==> src/rtl/cpu_wb_seq_multiplier.sv <==
// Iterative unsigned shift-and-add multiplier driving one carry-lookahead adder.
// Optional registered overflow flag is built when CPU_WB_MUL_OVF_EN is defined.

module cpu_wb_cla_adder #(
  parameter int DATA_WID = 32
) (
  input  logic [DATA_WID-1:0] in1,
  input  logic [DATA_WID-1:0] in2,
  input  logic                carry_in,
  output logic [DATA_WID-1:0] sum,
  output logic                carry_out
);
  localparam int GRP_WID = 4;
  localparam int GRP_NUM = (DATA_WID + GRP_WID - 1) / GRP_WID;

  logic [GRP_NUM-1:0] grp_gen;
  logic [GRP_NUM-1:0] grp_prop;
  logic [GRP_NUM:0]   grp_carry;

  // Each 4-bit group (the top one may be narrower) produces its own generate/propagate
  genvar gi;
  generate
    for (gi = 0; gi < GRP_NUM; gi++) begin : g_grp
      localparam int BASE = gi * GRP_WID;
      localparam int W    = ((DATA_WID - BASE) < GRP_WID) ? (DATA_WID - BASE) : GRP_WID;

      logic [W-1:0] bit_gen;
      logic [W-1:0] bit_prop;
      logic [W-1:0] bit_carry;
      logic         blk_gen;
      logic         blk_prop;

      assign bit_gen  = in1[BASE +: W] & in2[BASE +: W];
      assign bit_prop = in1[BASE +: W] ^ in2[BASE +: W];

      always_comb begin
        blk_gen  = 1'b0;
        blk_prop = 1'b1;
        for (int k = 0; k < W; k++) begin
          blk_gen  = bit_gen[k] | (bit_prop[k] & blk_gen);
          blk_prop = blk_prop & bit_prop[k];
        end
      end

      always_comb begin
        bit_carry    = '0;
        bit_carry[0] = grp_carry[gi];
        for (int k = 1; k < W; k++) begin
          bit_carry[k] = bit_gen[k-1] | (bit_prop[k-1] & bit_carry[k-1]);
        end
      end

      assign grp_gen[gi]    = blk_gen;
      assign grp_prop[gi]   = blk_prop;
      assign sum[BASE +: W] = bit_prop ^ bit_carry;
    end
  endgenerate

  always_comb begin
    grp_carry    = '0;
    grp_carry[0] = carry_in;
    for (int i = 0; i < GRP_NUM; i++) begin
      grp_carry[i+1] = grp_gen[i] | (grp_prop[i] & grp_carry[i]);
    end
  end

  assign carry_out = grp_carry[GRP_NUM];

endmodule

module cpu_wb_seq_multiplier #(
  parameter int DATA_WID = 32
) (
  input  logic                  clk,
  input  logic                  rst_n,
  input  logic                  start,
  input  logic [DATA_WID-1:0]   in1,
  input  logic [DATA_WID-1:0]   in2,
  output logic                  busy,
  output logic                  done,
  output logic [2*DATA_WID-1:0] product,
  output logic                  ovf
);
  localparam int CNT_WID = $clog2(DATA_WID) + 1;

  typedef enum logic [1:0] {
    ST_IDLE = 2'd0,
    ST_RUN  = 2'd1,
    ST_DONE = 2'd2
  } state_t;

  state_t state_reg;
  state_t state_next;

  logic [DATA_WID-1:0]   mcand_reg;
  logic [DATA_WID-1:0]   acc_hi_reg;
  logic [DATA_WID-1:0]   acc_lo_reg;
  logic [CNT_WID-1:0]    cnt_reg;
  logic [2*DATA_WID-1:0] product_reg;
  logic                  done_reg;

  logic [DATA_WID-1:0] add_in2;
  logic [DATA_WID-1:0] add_sum;
  logic                add_cout;
  logic                last_step;
  logic                load_en;
  logic                step_en;
  logic                cap_en;

  assign add_in2   = acc_lo_reg[0] ? mcand_reg : '0;
  assign last_step = (cnt_reg == CNT_WID'(DATA_WID - 1));

  cpu_wb_cla_adder #(
    .DATA_WID (DATA_WID)
  ) u_cla (
    .in1       (acc_hi_reg),
    .in2       (add_in2),
    .carry_in  (1'b0),
    .sum       (add_sum),
    .carry_out (add_cout)
  );

  always_ff @(posedge clk or negedge rst_n) begin
    if (!rst_n) begin
      state_reg <= ST_IDLE;
    end else begin
      state_reg <= state_next;
    end
  end

  always_comb begin
    state_next = state_reg;
    case (state_reg)
      ST_IDLE: if (start) state_next = ST_RUN;
      ST_RUN:  if (last_step) state_next = ST_DONE;
      ST_DONE: state_next = ST_IDLE;
      default: state_next = ST_IDLE;
    endcase
  end

  always_comb begin
    busy    = (state_reg == ST_RUN);
    load_en = (state_reg == ST_IDLE) && start;
    step_en = (state_reg == ST_RUN);
    cap_en  = (state_reg == ST_DONE);
  end

  // One step shifts the (2*DATA_WID+1)-bit {carry, sum, acc_lo} vector right by one
  always_ff @(posedge clk or negedge rst_n) begin
    if (!rst_n) begin
      mcand_reg   <= '0;
      acc_hi_reg  <= '0;
      acc_lo_reg  <= '0;
      cnt_reg     <= '0;
      product_reg <= '0;
      done_reg    <= 1'b0;
    end else begin
      done_reg <= cap_en;
      if (load_en) begin
        mcand_reg  <= in1;
        acc_lo_reg <= in2;
        acc_hi_reg <= '0;
        cnt_reg    <= '0;
      end else if (step_en) begin
        acc_hi_reg <= {add_cout, add_sum[DATA_WID-1:1]};
        acc_lo_reg <= {add_sum[0], acc_lo_reg[DATA_WID-1:1]};
        cnt_reg    <= cnt_reg + CNT_WID'(1);
      end
      if (cap_en) begin
        product_reg <= {acc_hi_reg, acc_lo_reg};
      end
    end
  end

`ifdef CPU_WB_MUL_OVF_EN
  logic ovf_reg;

  always_ff @(posedge clk or negedge rst_n) begin
    if (!rst_n) begin
      ovf_reg <= 1'b0;
    end else if (cap_en) begin
      ovf_reg <= (acc_hi_reg != '0);
    end
  end

  assign ovf = ovf_reg;
`else
  assign ovf = 1'b0;
`endif

  assign done    = done_reg;
  assign product = product_reg;

endmodule

==> config.mk <==
export PLATFORM = sky130hd
export DESIGN_NAME = cpu_wb_seq_multiplier
export DESIGN_NICKNAME = d
export VERILOG_FILES = /design/src/rtl/cpu_wb_seq_multiplier.sv
export SDC_FILE = /design/constraint.sdc
export NUM_CORES = 1
export LEC_CHECK = 0
export CORE_MARGIN = 2
export CORE_UTILIZATION = 40
export DETAILED_ROUTE_END_ITERATION = 16
export GPL_ROUTABILITY_DRIVEN = 0
export PLACE_DENSITY = 0.6
export SLEW_MARGIN = 10
export SYNTH_ARGS = -nofsm -noshare
export SYNTH_HDL_FRONTEND = slang
export SYNTH_SLANG_ARGS = --single-unit
==> constraint.sdc <==
create_clock -name clk -period 5.8 [get_ports clk]
set_input_delay 1.16 -clock clk [delete_from_list [all_inputs] [get_ports clk]]
set_output_delay 1.16 -clock clk [all_outputs]
set_load 0.01 [all_outputs]
Word-level counts from Yosys, hierarchy flattened
Index checks and enable logic that the tools add are counted.
{"block": "totals", "in_bits": 67, "output_inout_bits": 67, "ff_bits": 169, "wordCells": 176}
{"block": "classes", "reduce_logical": 4, "eq_ne": 5, "n_addsub": 1, "mux": 10, "bitwise": 149}
{"op": "$mux W32", "count": 5}
{"op": "$and A1 B1 Y1", "count": 73}
{"op": "$xor A4 B4 Y4", "count": 16}
{"op": "$or A1 B1 Y1", "count": 52}
{"op": "$and A4 B4 Y4", "count": 8}
{"op": "$mux W6", "count": 2}
{"op": "$add A6 B1 Y6 const B", "count": 1}
{"op": "$eq A6 B5 Y1 const B", "count": 1}
{"op": "$mux W2", "count": 2}
{"op": "$pmux W2 S2", "count": 1}
{"op": "$eq A2 B1 Y1 const B", "count": 1}
{"op": "$eq A2 B2 Y1 const B", "count": 1}
{"op": "$logic_not A2 Y1", "count": 1}
{"op": "$ne A2 B1 Y1 const B", "count": 1}
{"op": "$ne A2 B2 Y1 const B", "count": 1}
{"op": "$reduce_and A2 Y1", "count": 1}
{"op": "$reduce_bool A2 Y1", "count": 1}
{"op": "$logic_and A1 B1 Y1", "count": 1}

Longest topological paths before layout
Gate-level depths: netlist of run 1.
{"block": "logic_depth", "word_depth": 29, "depth_mapped": 18, "mapped_depth_nobuf": 17}

Hierarchy
Synthesis of run 1 repeated with hierarchy kept, for this count alone.
{"block": "hier_totals", "hier_cells": 656, "area_unflattened_um2": 8398.1}
{"mod": "cpu_wb_seq_multiplier", "cells_each": 528, "seq_area_each_um2": 4229.1, "instances": 1, "area_per_inst_um2": 7050.5}
{"mod": "cpu_wb_cla_adder", "cells_each": 128, "seq_area_each_um2": 0.0, "instances": 1, "area_per_inst_um2": 1347.5}

Least setup slack after synthesis of run 1
Ideal clock, no wire load.
{"block": "synth_timing", "path_type": "flip-flop to flip-flop", "from": "register acc_lo_reg[0]", "to": "register acc_hi_reg[30]", "path_buffers": 1, "t_arrival_ns": 4.584, "stages_incl_launch_ff": 18, "setup_slack_ns": 1.134, "synth_period_minus_slack_ns": 4.666, "required_time_ns": 5.717, "setup_ns": 0.083, "path_cell_list": "dfrtp_1 clkbuf_1 and2_1 ha_1 inv_1 fa_1 fa_1 fa_1 and4b_1 a21oi_1 a21oi_2 a21boi_1 o32a_1 fa_1 fa_1 fa_1 xor2_1 o21ai_0"}
{"block": "synth_between", "elab_chain_len": 29, "elab_cells_between_ends": 98, "classes_between": "mux (3); bitwise (95)"}
{"element": "start, declared", "line_no": "97", "text": "logic [DATA_WID-1:0] acc_lo_reg;"}
{"element": "start signal, assigned", "line_no": "161", "text": "acc_lo_reg <= in2;"}
{"element": "start signal, assigned", "line_no": "166", "text": "acc_lo_reg <= {add_sum[0], acc_lo_reg[DATA_WID-1:1]};"}
{"element": "$mux W32 (*)", "line_no": "110", "text": "assign add_in2 = acc_lo_reg[0] ? mcand_reg : '0;"}
{"element": "$xor A4 B4 Y4 or $and A4 B4 Y4 (tied branches)", "line_no": "34, 33"}
{"element": "$and A1 B1 Y1", "line_no": "40", "text": "blk_gen = bit_gen[k] | (bit_prop[k] & blk_gen);"}
{"element": "$or A1 B1 Y1", "line_no": "40"}
{"element": "$and A1 B1 Y1", "line_no": "40"}
{"element": "$or A1 B1 Y1", "line_no": "40"}
{"element": "$and A1 B1 Y1", "line_no": "40"}
{"element": "$or A1 B1 Y1", "line_no": "40"}
{"element": "(+13 left out)"}
{"element": "$or A1 B1 Y1", "line_no": "49", "text": "bit_carry[k] = bit_gen[k-1] | (bit_prop[k-1] & bit_carry[k-1]);"}
{"element": "$and A1 B1 Y1", "line_no": "49"}
{"element": "$or A1 B1 Y1", "line_no": "49"}
{"element": "$and A1 B1 Y1", "line_no": "49"}
{"element": "$or A1 B1 Y1", "line_no": "49"}
{"element": "$xor A4 B4 Y4 (*)", "line_no": "55", "text": "assign sum[BASE +: W] = bit_prop ^ bit_carry;"}
{"element": "$mux W32 (*)", "line_no": "164", "text": "end else if (step_en) begin"}
{"element": "$mux W32 (*)", "line_no": "159", "text": "if (load_en) begin"}
{"element": "end signal, assigned", "line_no": "165", "text": "acc_hi_reg <= {add_cout, add_sum[DATA_WID-1:1]};"}
{"element": "end, declared", "line_no": "96", "text": "logic [DATA_WID-1:0] acc_hi_reg;"}
Every way passes the cells marked *; elsewhere a longest branch is shown, timed or not. The select of a mux whose other input is x is not followed.
A chain may end at the register's enable or synchronous reset.

Worst setup path in the final report of run 1
Same ends and word-level chain as after synthesis.

==> run_results.csv, run 1 <==
group,metric,value,unit
status,status,"complete, no violations",
clock_tree,clkSlewWorstSetupHoldPaths,0.06,ns
placed_design,dp_hpwl,11350,um
setup_path,reg2reg_depth,15,
power,power,3995,uW
layout,drive_gt1_frac,0.09967,
timing,slew_viol_final,0,
grt,grt_util_met1,0.2464,
layout,area_growth,27.02,%
layout,multi_input_area,3329,um^2
timing,slew-limit-headroom,0.4228,
synth,ys_seq_area_frac,0.5353,
timing,max_freq,0.2085,GHz
power,power_frac_clock,0.278,
setup_path,r2r_setup_slack,1.00,ns
layout,final_core_util,0.5173,
power,combinationalPowerShare,0.290,
hold_path,hp-start,"mcand_reg[0]$_DFFE_PN0P_",
timing,tightest_slew,0.8658,ns
synth,syn-num-nets,896,
timing,whs,0.4721,ns
synth,yosys_warnings,0,
layout,largest_reg_flops,64,
grt,grt_max_degree,79,
synth,syn_area,7900,um^2
power,switching_share,0.3468,
route,dr_total_vias,5657,
route,ant_nets,0,
layout,fillers,1843,
clock_tree,root_buffer,"clkbuf_16",
synth,synth_edf_count,0,
route,wl_per_cell,14.73,um
route,drc,0,
grt,use_met3,0.05099,
power,power_density,398.1,nW/um^2
hold_path,hp-class,"reg -> reg",
setup_path,worst_ep_arrival_time,5.13,ns
synth,ys.flop_type,"dfrtp_1",
placed_design,portBuffers,132,
clock_tree,h-tree-depth,4,
synth,avgSynthCellArea,10.19,um^2
clock_tree,cts_tree,"yes",
floorplan,core-area,19400,um^2
synth,synth_most_common_cell,"nand2_1",
floorplan,dieArea,20890,um^2
clock_tree,cts_buffer_depth,2,
layout,final_area,10030,um^2
setup_path,worstPathRequired,6.14,ns
synth,yosys-top-cells-count,"nand2_1 (222), dfrtp_1 (169), o21ai_0 (62)",
setup_path,worstReg2RegEnd,"acc_hi_reg[30]$_DFFE_PN0P_",
hold_path,hold_path_end,"mcand_reg[0]$_DFFE_PN0P_",
timing,timing.final.crit_share,0.8269,
synth,synth_area_leaders,"dfrtp_1 (54%), nand2_1 (11%), fa_1 (6.1%), mux2_2 (5.8%), ha_1 (4.8%)",
setup_path,timing.rr.start,"acc_lo_reg[0]$_DFFE_PN0P_",
power,pwr-share-seq,0.433,
clock_tree,post_cts_buffers,0,
synth,synth.distinct_cells,40,
power,vdd_drop_max,0.0002324,V
synth,async_flop_share,1.000,
timing,clock_skew,0.008386,ns
timing,period_needed,4.796,ns
synth,synth_top_area_share,0.5353,
timing,rsz0062_at_grt,"no",
grt,grt_most_used_layer,"met2",
run,maxCapViolCount,0,
setup_path,end_kind,"register",
timing,setup_violations,0,
setup_path,worst_setup_path_start_kind,"register",
floorplan,io_pins,134,
clock_tree,clock_latency,0.43,ns
clock_tree,clock-sinks,169,
clock_tree,cts_made_buffers,17,
route,first_pass_iters,4,
floorplan,rows,51,
grt,grt_pass1_vias,5746,
power,p_sw,1386,uW
setup_path,critPathKind,"reg -> reg",
setup_path,worst-path-max-fanout,33,
clock_tree,ctsResizeCount,0,
placed_design,placed_area,9457,um^2
layout,diodes,0,
timing,fin_setup_tns,0,ns
power,intPower,2610,uW
power,p_leak,0.004554,uW
floorplan,die_width,144.5,um
synth,synth.ff_latch_count,169,
route,routed_wl,17210,um
grt,antenna_found_initial,0,
hold_path,worstHoldPathCells,2,
grt,grt_overflow,0,
layout,regArea,4229,um^2
synth,synthCells,775,
floorplan,initial_utilization,0.4072,
route,avgViaCountPerCell,4.843,
timing,hold_viol,0,
clock_tree,holdBufCountCts,0,
floorplan,die_h,144.5,um
grt,grt_use_total,0.1780,
grt,grt_pass1_wl,29020,um
synth,yosys.area.top_type,"dfrtp_1",
grt,use_met2,0.2746,
layout,final_nets,1011,
route,first_iter_violations,244,
## routing by layer
metal  share of wire  vias up
met2            0.45      120
met3           0.059       13
met5               0        -
li1                -     2790
met1            0.48     2734
met4           0.011        0
## metrics by stage
step,setup WS [ns],std cells
3_3_place_gp,1.033,1136
5_1_grt,0.7080,1168
6_report,1.004,1168
4_1_cts,0.9738,1168
2_1_floorplan,1.134,775
3_5_place_dp,0.9989,1136
## worst max-delay path, stage by stage, from the launching register on
cell      delay, ns
dfrtp_1        0.33
buf_4          0.33
nand2_1        0.13
fa_1           0.42
fa_1           0.40
fa_1           0.41
and4b_1        0.26
a21oi_1        0.10
a21oi_2        0.18
a21boi_1       0.16
o32a_1         0.43
fa_1           0.43
fa_1           0.42
fa_1           0.41
xor2_1         0.16
o21ai_0        0.13
## kinds of logic (layout without fill, tap and decap cells)
family / count (synthesis) / after routing / synth area share
xor gates and xnor gates: 8 / 8 / 0.008870
buffers and inverters: 93 / 221 / 0.04530
AOI/OAI and AO/OA: 124 / 124 / 0.09408
muxes: 41 / 41 / 0.05844
DFF: 169 / 169 / 0.5353
adders and majority gates: 54 / 54 / 0.1083
and+or+nand+nor: 285 / 285 / 0.1492
other: 1 / 1 / 0.0004747
## layout make-up
type | instances | share of cell area
flip-flops and latches | 169 | 0.4214
repair buffers | 140 | 0.1378
clock inverters | 14 | 0.01384
clock buffers | 18 | 0.04377
well taps | 265 | 0.03304
multi-input cells | 513 | 0.3318
inverters | 49 | 0.01833
## worst max path at each step
stage / from / depth (start not counted) / endpoint / slack [ns]
detailed placement: acc_lo_reg[0]$_DFFE_PN0P_ / 15 / acc_hi_reg[30]$_DFFE_PN0P_ / 1.0
finish: acc_lo_reg[0]$_DFFE_PN0P_ / 15 / acc_hi_reg[30]$_DFFE_PN0P_ / 1.00
CTS: acc_lo_reg[0]$_DFFE_PN0P_ / 15 / acc_hi_reg[30]$_DFFE_PN0P_ / 0.97
global route: acc_lo_reg[0]$_DFFE_PN0P_ / 15 / acc_hi_reg[30]$_DFFE_PN0P_ / 0.71
global placement: acc_lo_reg[0]$_DFFE_PN0P_ / 15 / acc_hi_reg[30]$_DFFE_PN0P_ / 1.03
floorplan: acc_lo_reg[0]$_DFFE_PN0P_ / 17 / acc_hi_reg[30]$_DFFE_PN0P_ / 1.13
## cells in the final DEF (no fill, tap or decap), types with 2 or more instances in the layout
cell / Yosys / final
inv_6: 0 / 5
clkbuf_16: 0 / 17
buf_4: 1 / 8
dfrtp_1: 169 / 169
mux2_2: 41 / 41
nand4_1: 5 / 5
o21ai_0: 62 / 62
nor2_1: 6 / 5
inv_1: 48 / 48
fa_1: 24 / 24
a31oi_1: 2 / 2
and2_1: 10 / 9
o21ai_1: 3 / 3
a22oi_1: 32 / 32
nand2_1: 222 / 221
clkdlybuf4s50_1: 0 / 131
a21o_1: 3 / 3
xor2_1: 8 / 8
clkinv_4: 0 / 6
ha_1: 30 / 30
nand3_1: 32 / 32
a21oi_1: 13 / 13
## power by group through the flow
| stage | combinational, uW | sequential [uW] | clock, uW |
|---|---|---|---|
| after floorplan | 866 | 1680 | 0 |
| after global placement | 1140 | 1750 | 0 |
| after detailed placement | 1180 | 1750 | 0 |
| after CTS | 1190 | 1730 | 1140 |
| after global routing | 1370 | 1780 | 1190 |
| final | 1160 | 1730 | 1110 |
(Power assumes the default switching activity.)
==> run 2, diff against run 1 <==
--- a/config.mk
+++ b/config.mk
@@ -9,7 +9,7 @@
 export CORE_UTILIZATION = 40
 export DETAILED_ROUTE_END_ITERATION = 16
 export GPL_ROUTABILITY_DRIVEN = 0
-export PLACE_DENSITY = 0.6
+export PLACE_DENSITY = 0.62
 export SLEW_MARGIN = 10
 export SYNTH_ARGS = -nofsm -noshare
 export SYNTH_HDL_FRONTEND = slang
==> constraint.sdc (replaced) <==
create_clock -name clk -period 4.4 [get_ports clk]
set_input_delay 0.88 -clock clk [delete_from_list [all_inputs] [get_ports clk]]
set_output_delay 0.88 -clock clk [all_outputs]
set_load 0.01 [all_outputs]
==> run 2 against run 1 <==
  * Register-to-register slack got worse by 0.74 ns
  * Clock skew rose by 0.0012 ns
  * Critical path type unchanged
  * Combinational power rose by 34%
  * Utilization grew 0.70 points
  * Largest cell class unchanged
  * Sequential power is 32% higher
  * Global-route usage grew 0.21 points
  * Sequential share of layout area shrank 0.56 points
  * Clock power rose by 47%
  * Largest power group unchanged
  * Non-clock buffer count up 6
  * Wire length increased by 0.89%
  * Critical endpoint is now acc_hi_reg[29]$_DFFE_PN0P_
  * Via count up 0.16%
==> run_results.csv, run 2 (synthesized netlist as in run 1, its figures left out) <==
group,metric,value,unit
layout,diodes,0,
clock_tree,clock-sinks,169,
timing,clock_skew,0.009607,ns
placed_design,dp_cells,1141,
route,first_iter_violations,257,
floorplan,rows,51,
timing,tightest_slew,0.8860,ns
grt,grt_use_total,0.1801,
grt,grt_pass1_vias,5807,
timing,fin_setup_tns,0,ns
layout,final_cell_count_no_fill,1174,
setup_path,worst_ep_arrival_time,4.42,ns
route,wl_per_cell,14.79,um
floorplan,initial_utilization,0.4072,
floorplan,dieArea,20890,um^2
route,ant_nets,0,
layout,final_common_cell,"nand2_1",
run,maxCapViolCount,0,
clock_tree,cts_made_buffers,17,
grt,grt_overflow,0,
status,status,"complete, no violations",
setup_path,r2r_setup_slack,0.27,ns
layout,final_cell_mix,"nand2_1 (221), dfrtp_1 (169), clkdlybuf4s50_1 (131)",
setup_path,worstReg2RegEnd,"acc_hi_reg[29]$_DFFE_PN0P_",
setup_path,end_kind,"register",
timing,slew_viol_final,0,
floorplan,core-area,19400,um^2
hold_path,hp-start,"mcand_reg[11]$_DFFE_PN0P_",
setup_path,critPathKind,"reg -> reg",
setup_path,worst_setup_path_start_kind,"register",
timing,period_needed,4.135,ns
floorplan,die_width,144.5,um
placed_design,placed_area,9502,um^2
placed_design,dp_hpwl,11530,um
setup_path,worst-path-max-fanout,3,
clock_tree,h-tree-depth,4,
route,first_pass_iters,4,
setup_path,reg2reg_depth,15,
timing,worst_slack,0.2654,ns
timing,rsz0062_at_grt,"no",
clock_tree,clock_latency,0.43,ns
power,vdd_drop_max,0.0003203,V
timing,max_freq,0.2419,GHz
clock_tree,root_buffer,"clkbuf_16",
setup_path,timing.rr.start,"mcand_reg[0]$_DFFE_PN0P_",
clock_tree,cts_buffer_depth,2,
power,power,5475,uW
timing,timing.final.crit_share,0.9397,
layout,regArea,4229,um^2
placed_design,place_ws,0.02566,ns
layout,largest_reg_flops,64,
timing,setup_violations,0,
power,p_leak,0.004608,uW
grt,antenna_found_initial,0,
clock_tree,clkSlewWorstSetupHoldPaths,0.07,ns
route,drc,0,
grt,grt_pass1_wl,29410,um
route,routed_wl,17360,um
layout,area_growth,28.73,%
hold_path,hold_path_end,"mcand_reg[11]$_DFFE_PN0P_",
timing,slew-limit-headroom,0.4093,
floorplan,io_pins,134,
hold_path,hp-class,"reg -> reg",
layout,final_nets,1017,
clock_tree,cts_tree,"yes",
route,avgViaCountPerCell,4.826,
layout,final_area,10170,um^2
layout,fillers,1803,
setup_path,worstPathRequired,4.69,ns
grt,grt_max_degree,98,
layout,multi_input_area,3356,um^2
layout,drive_gt1_frac,0.1166,
floorplan,die_h,144.5,um
power,power_density,538.3,nW/um^2
route,dr_total_vias,5666,
hold_path,worstHoldPathCells,2,
placed_design,portBuffers,132,
timing,hold_viol,0,
run 2: how the worst max path moves through the flow:
stage	from	endpoint	cells past startpoint
6_report	mcand_reg[0]$_DFFE_PN0P_	acc_hi_reg[29]$_DFFE_PN0P_	15
5_1_grt	mcand_reg[0]$_DFFE_PN0P_	acc_hi_reg[30]$_DFFE_PN0P_	16
4_1_cts	mcand_reg[0]$_DFFE_PN0P_	acc_hi_reg[26]$_DFFE_PN0P_	17
3_5_place_dp	mcand_reg[0]$_DFFE_PN0P_	acc_hi_reg[26]$_DFFE_PN0P_	17
3_3_place_gp	mcand_reg[0]$_DFFE_PN0P_	acc_hi_reg[26]$_DFFE_PN0P_	17
2_1_floorplan	acc_lo_reg[0]$_DFFE_PN0P_	acc_hi_reg[26]$_DFFE_PN0P_	18
run 2: layout make-up:
class	count	share of cell area
Clock buffer	17	0.04183
Clock inverter	15	0.02128
Inverter	49	0.01809
Multi-Input combinational cell	513	0.3300
Sequential cell	169	0.4158
Tap cell	265	0.03260
Timing Repair Buffer	146	0.1404
run 2: critical path, stage by stage, from the launching register on:
cell	delay (ns)
dfrtp_1	0.34
and2_1	0.12
ha_1	0.13
inv_1	0.05
fa_2	0.34
fa_2	0.34
fa_2	0.35
and4b_1	0.25
a21oi_1	0.09
a21oi_2	0.18
a21boi_2	0.10
o32a_1	0.39
fa_2	0.36
fa_2	0.37
fa_2	0.52
o21ai_0	0.07
run 2: where the power goes:
| part | leakage [uW] | total, uW | switching, uW | internal (uW) |
|---|---|---|---|---|
| Clock | 0.000306 | 1630 | 666 | 966 |
| Sequential | 0.00202 | 2280 | 310 | 1970 |
| Combinational | 0.00228 | 1560 | 878 | 681 |
| Total | 0.00461 | 5470 | 1850 | 3620 |
run 2: timing repair:
action / CTS / global route
buffers inserted: 0 / 1
endpoints found under the setup margin: 0 / 7
resized for setup: 0 / 7
hold endpoints to repair: 0 / 0
hold buffers: 0 / 0
run 2: through the flow:
step | utilization | hold WS [ns]
after floorplan | - | 0.4380
after global placement | 0.4898 | 0.4567
after detailed placement | 0.4898 | 0.4582
after CTS | 0.5229 | 0.4766
after global routing | 0.5243 | 0.5081
final | 0.5243 | 0.4698
run 2: per-layer routing:
metal	up-vias	part of all wire	global-route usage
li1	2801	-	-
met1	2725	0.49	0.2565
met2	124	0.43	0.2647
met3	16	0.064	0.05530
met4	0	0.013	0.05570
met5	-	0	0
